**src/rtl/mips_pkg.sv**
```systemverilog
// Shared loader types: FSM state encoding and instruction-word constants.
package mips_pkg;

  typedef enum logic [2:0] {
    IDLE,
    RECV,
    WRITE,
    DONE,
    ERROR
  } loader_state_t;

  localparam int DATA_WIDTH_DEF = 32;
  localparam int BYTE_WIDTH_DEF = 8;
  localparam int BYTES_PER_WORD = DATA_WIDTH_DEF / BYTE_WIDTH_DEF;
  localparam logic [DATA_WIDTH_DEF-1:0] HALT_WORD_DEF = 32'hFFFF_FFFF;

endpackage

```
**src/rtl/instr_loader_word_assembler.sv**
```systemverilog
// word_assembler: big-endian byte shift register with a one-cycle
// word_valid pulse when the last byte of a word has been shifted in.
import mips_pkg::*;

module word_assembler #(
  parameter int DATA_WIDTH = DATA_WIDTH_DEF,
  parameter int BYTE_WIDTH = BYTE_WIDTH_DEF
) (
  input  logic                  i_clock,
  input  logic                  i_reset,
  input  logic                  i_clear,
  input  logic                  i_enable,
  input  logic                  i_rx_done,
  input  logic [BYTE_WIDTH-1:0] i_rx_data,
  output logic [DATA_WIDTH-1:0] o_word,
  output logic                  o_word_valid
);

  localparam int NB = DATA_WIDTH / BYTE_WIDTH;
  localparam int IW = (NB > 1) ? $clog2(NB) : 1;

  logic [DATA_WIDTH-BYTE_WIDTH-1:0] r_shift;
  logic [IW-1:0]                    r_idx;
  logic [DATA_WIDTH-1:0]            w_next;

  assign w_next = {r_shift, i_rx_data};

  always_ff @(posedge i_clock) begin
    if (i_reset) begin
      r_shift      <= '0;
      r_idx        <= '0;
      o_word       <= '0;
      o_word_valid <= 1'b0;
    end else begin
      o_word_valid <= 1'b0;
      if (i_clear) begin
        r_shift <= '0;
        r_idx   <= '0;
      end else if (i_enable && i_rx_done) begin
        if (r_idx == IW'(NB-1)) begin
          // Word complete: publish it and start the next one at once
          o_word       <= w_next;
          o_word_valid <= 1'b1;
          r_shift      <= '0;
          r_idx        <= '0;
        end else begin
          r_shift <= w_next[DATA_WIDTH-BYTE_WIDTH-1:0];
          r_idx   <= r_idx + 1'b1;
        end
      end
    end
  end

endmodule

```
**src/rtl/instr_loader.sv**
```systemverilog
// Serial-byte to instruction-memory loader; stalls the pipeline while loading.
// Optional inter-byte timeout: define INSTR_LOADER_TIMEOUT_EN.
import mips_pkg::*;

module instr_loader #(
  parameter int                    DATA_WIDTH     = DATA_WIDTH_DEF,
  parameter int                    BYTE_WIDTH     = BYTE_WIDTH_DEF,
  parameter logic [DATA_WIDTH-1:0] HALT_WORD      = HALT_WORD_DEF,
  parameter int                    ADDR_STEP      = 4,
  parameter int                    MAX_WORDS      = 256,
  parameter int                    TIMEOUT_CYCLES = 1_000_000
) (
  input  logic                  i_clock,
  input  logic                  i_reset,
  input  logic                  i_load_req,
  input  logic                  i_rx_done,
  input  logic [BYTE_WIDTH-1:0] i_rx_data,
  output logic [DATA_WIDTH-1:0] o_instruccion,
  output logic [DATA_WIDTH-1:0] o_address,
  output logic                  o_loading,
  output logic                  o_busy,
  output logic                  o_done,
  output logic                  o_error,
  output logic [DATA_WIDTH-1:0] o_word_count
);

  loader_state_t         r_state;
  logic [DATA_WIDTH-1:0] r_addr;
  logic [DATA_WIDTH-1:0] w_word;
  logic                  w_word_valid;
  logic                  w_start;
  logic                  w_enable;
  logic                  w_tmo_hit;

  assign w_start  = i_load_req &&
                    (r_state == IDLE || r_state == DONE ||
                     r_state == ERROR);
  assign w_enable = (r_state == RECV) || (r_state == WRITE);

  word_assembler #(
    .DATA_WIDTH(DATA_WIDTH),
    .BYTE_WIDTH(BYTE_WIDTH)
  ) u_asm (
    .i_clock     (i_clock),
    .i_reset     (i_reset),
    .i_clear     (w_start),
    .i_enable    (w_enable),
    .i_rx_done   (i_rx_done),
    .i_rx_data   (i_rx_data),
    .o_word      (w_word),
    .o_word_valid(w_word_valid)
  );

`ifdef INSTR_LOADER_TIMEOUT_EN
  localparam int TW = $clog2(TIMEOUT_CYCLES + 1);

  logic [TW-1:0] r_tmo;

  assign w_tmo_hit = (r_state == RECV) && !i_rx_done &&
                     (r_tmo == TW'(TIMEOUT_CYCLES - 1));

  always_ff @(posedge i_clock) begin
    if (i_reset || r_state != RECV || i_rx_done) begin
      r_tmo <= '0;
    end else begin
      r_tmo <= r_tmo + 1'b1;
    end
  end
`else
  // Timeout never fires in this build
  assign w_tmo_hit = (TIMEOUT_CYCLES < 0);
`endif

  always_ff @(posedge i_clock) begin
    if (i_reset) begin
      r_state       <= IDLE;
      r_addr        <= '0;
      o_instruccion <= '0;
      o_address     <= '0;
      o_loading     <= 1'b0;
      o_busy        <= 1'b0;
      o_done        <= 1'b0;
      o_error       <= 1'b0;
      o_word_count  <= '0;
    end else begin
      o_loading <= 1'b0;
      if (w_start) begin
        r_state      <= RECV;
        r_addr       <= '0;
        o_word_count <= '0;
        o_busy       <= 1'b1;
        o_done       <= 1'b0;
        o_error      <= 1'b0;
      end else begin
        unique case (r_state)
          RECV: begin
            if (w_word_valid) begin
              r_state       <= WRITE;
              o_loading     <= 1'b1;
              o_instruccion <= w_word;
              o_address     <= r_addr;
            end else if (w_tmo_hit) begin
              r_state <= ERROR;
              o_busy  <= 1'b0;
              o_error <= 1'b1;
            end
          end
          WRITE: begin
            r_addr       <= r_addr + DATA_WIDTH'(ADDR_STEP);
            o_word_count <= o_word_count + 1'b1;
            if (o_instruccion == HALT_WORD) begin
              r_state <= DONE;
              o_busy  <= 1'b0;
              o_done  <= 1'b1;
            end else if (o_word_count ==
                         DATA_WIDTH'(MAX_WORDS - 1)) begin
              r_state <= ERROR;
              o_busy  <= 1'b0;
              o_error <= 1'b1;
            end else begin
              r_state <= RECV;
            end
          end
          IDLE, DONE, ERROR: r_state <= r_state;
          default: r_state <= IDLE;
        endcase
      end
    end
  end

endmodule

```
**config.mk**
```make
export PLATFORM = sky130hd
export DESIGN_NAME = instr_loader
export DESIGN_NICKNAME = d
export VERILOG_FILES = /design/src/rtl/mips_pkg.sv /design/src/rtl/instr_loader_word_assembler.sv /design/src/rtl/instr_loader.sv
export SDC_FILE = /design/constraint.sdc
export NUM_CORES = 1
export LEC_CHECK = 0
export CORE_UTILIZATION = 54
export DETAILED_ROUTE_END_ITERATION = 10
export PLACE_DENSITY = 0.8
export SLEW_MARGIN = 5
export SYNTH_ARGS = -nofsm -noshare
export SYNTH_HDL_FRONTEND = slang
export SYNTH_SLANG_ARGS = --single-unit
```
**constraint.sdc**
```tcl
create_clock -name i_clock -period 2.1 [get_ports i_clock]
set_input_delay 0.42 -clock i_clock [delete_from_list [all_inputs] [get_ports i_clock]]
set_output_delay 0.42 -clock i_clock [all_outputs]
set_load 0.005 [all_outputs]
```
==> out/metrics.yaml <==
post_cts_resize_count: 0
cts.sinks: 190
fillers: 1069
slew_headroom_pct: 49.8
postCtsSetupBuffers: 0
worstReg2RegStart: "o_word_count[11]"
timing.rr.end: "o_word_count[31]"
h-tree-depth: 4
synth_top_family_by_area: "simple AND/OR/NAND/NOR gates"
synth_adder_area_share_pct: 0.507
stdcell_area_mm2: 0.00938
via_count: 6495
ir_drop_uv: 511
path_clk_slew_ps: 70
syn_area_per_cell_um2: 8.14
wl_mm: 16.9
synthSimpleGateAreaFrac_pct: 27.6
grt_max_degree: 74
clockRootBuffer: "clkbuf_16"
globalRouteOverflowTotal: 0
die_x_um: 119
fmaxAchievable_mhz: 510
synth_ff_type: "dfxtp_1"
timing.final.crit_share_pct: 93.3
setup_viol: 0
status: "completed"
num_rows: 42
synth_cells: 909
synth-seq-cells: 190
maxSlewViolCount: 0
finalNonFillerCells: 1201
initialDrtViolationCount: 480
grt_antenna_before_repair: 0
clock_path_buffers: 2
grtUsageTotal_pct: 24.5
layout-drive-gt1-share_pct: 6.83
min_period_ps: 1960
cts_tree: "done"
finalNetCount: 1027
drc: 0
critPathLaunchType: "flip-flop"
ys_seq_area_share_pct: 51.4
coreArea_mm2: 0.0133
hold_buffers: 0
synth.mux.area_fraction_pct: 0.270
drt-pass1-iter-count: 5
end_kind: "flip-flop"
vias_per_cell: 5.41
drv_cap: 0
dp_cells: 1169
io_pins: 112
setup.worst_path.end: "o_word_count[31]"
postRouteAntennaNets: 0
gp_congestion: 0.767
avgRoutedWirePerCell_um: 14.1
hold_viol_final: 0
synth_compound_area_share_pct: 9.50
cp_max_fo: 4
register_area_mm2: 0.00380
multi_input_area_mm2: 0.00334
synth.cell_area_mm2: 0.00740
yosys_warnings: 0
clkLatencyLatePin_ps: 430
worst-endpoint-required_ps: 2460
yosys.area.top_type: "dfxtp_1"
syn_to_final_growth_pct: 26.7
r2r_cells: 5
grt_pass1_wl_mm: 27.8
arrival_ps: 2320
netlist_top_cells_area: "dfxtp_1 (51%), nand2_1 (11%), a21oi_1 (8.5%)"
hpwl_mm: 10.9
synth_cell_types: 38
synth_xor_area_share_pct: 6.98
total_leakage_power_nw: 2.98
fin_skew_ps: 7.96
grt_pass1_vias: 5771
async_flop_share_pct: 0
fin_setup_tns_ps: 0
hold_class: "flip-flop to flip-flop"
rsz0062_at_grt: "no"
criticalPathCategory: "flip-flop to flip-flop"
synth_top_area_share_pct: 51.4
power_density_mw_per_mm2: 742
start_util_pct: 55.7
synth_edf_count: 0
placed_area_mm2: 0.00880
die-area_mm2: 0.0142
tightest_slew_ps: 754
die-height_um: 119
diodes: 0
rrSetupSlack_ps: 140
cts_made_buffers: 17
numPortBuffers: 109
worstSetupStartpoint: "o_word_count[11]"
## cells in the mapped netlist, types with 9 or more instances
| cell type | instances |
|---|---|
| dfxtp_1 | 190 |
| xnor2_1 | 50 |
| nor3_1 | 13 |
| nor4_1 | 24 |
| nand2_1 | 211 |
| nor3b_1 | 24 |
| xor2_1 | 9 |
| inv_1 | 12 |
| clkbuf_1 | 52 |
| a21oi_1 | 126 |
| nand4_1 | 21 |
| nor2_1 | 102 |
| nand3_1 | 22 |
## area by class of cell
class | count | area share, %
clock inverters | 14 | 1.51
multi-input cells | 649 | 35.7
flip-flops and latches | 190 | 40.6
repair buffers | 142 | 14.8
well taps | 176 | 2.35
inverters | 12 | 0.480
clock buffers | 18 | 4.68
## stage by stage
stage | setup WS [ps] | hold WS (ps) | utilization (%) | power, mW
2_1_floorplan | 115 | 432 | - | 3.80
3_3_place_gp | 215 | 440 | 66.2 | 3.86
3_5_place_dp | 154 | 444 | 66.2 | 3.86
4_1_cts | 138 | 454 | 70.5 | 6.99
5_1_grt | 10.4 | 469 | 70.5 | 7.16
6_report | 140 | 452 | 70.5 | 6.95
## registers in the layout, indices dropped and copies added (netlist names)
name,flops
o_address,30
o_busy,1
o_done,1
o_error,1
o_instruccion,32
o_loading,1
o_word_count,32
r_addr,30
r_state,3
u_asm.o_word,32
u_asm.o_word_valid,1
u_asm.r_idx,2
u_asm.r_shift,24
## routing by layer
metal  part of all wire (%)  global-route usage (%)
met4                    2.2                    10.4
met2                     49                    40.6
met5                      0                       0
met3                    4.0                    4.65
met1                     45                    31.2
## where the power goes
part | switching (mW) | internal [mW]
registers | 0.00695 | 3.61
logic | 0.114 | 0.0527
clock network | 1.39 | 1.78
total | 1.51 | 5.45
## kinds of logic (layout without fill, tap and decap cells)
family,Yosys count,after routing
multiplexers,2,2
XOR/XNOR,59,59
AO/OA/AOI/OAI,136,136
buffers and inverters,71,186
other,1,2
adder cells (fa/ha/maj),3,3
flip-flops,190,190
AND/OR/NAND/NOR,447,447
## critical path, cell delays in order (launching register included)
cell     delay (ps)
dfxtp_1         390
and4_1          280
nand4_1         160
or3_1           430
or4_1           480
a21oi_1         150
## how the worst min path moves through the flow
stage / cells after the start / end / slack (ps) / from
floorplan: 2 / o_instruccion[0] / 430 / u_asm.o_word[0]
global placement: 2 / o_instruccion[19] / 440 / u_asm.o_word[19]
detailed placement: 2 / o_instruccion[29] / 440 / u_asm.o_word[29]
CTS: 2 / u_asm.o_word[30] / 450 / u_asm.r_shift[22]
global route: 2 / o_instruccion[29] / 470 / u_asm.o_word[29]
finish: 2 / o_instruccion[7] / 450 / u_asm.o_word[7]
## cells in the final DEF, fill, tap and decap left out, types with 4 or more instances in the layout
| cell | count |
|---|---|
| buf_12 | 4 |
| clkdlybuf4s50_1 | 108 |
| buf_4 | 29 |
| nor4_1 | 24 |
| xor2_1 | 9 |
| clkinv_2 | 6 |
| inv_1 | 12 |
| clkbuf_16 | 17 |
| xnor2_1 | 50 |
| dfxtp_1 | 190 |
| nand2_1 | 211 |
| nor3b_1 | 24 |
| nand4_1 | 21 |
| nor2_1 | 101 |
| and4_1 | 8 |
| and2_1 | 5 |
| a21oi_1 | 126 |
| and3_1 | 4 |
| nor3_1 | 13 |
| nand3_1 | 21 |
Note: power is estimated with default switching activity, not from simulation.
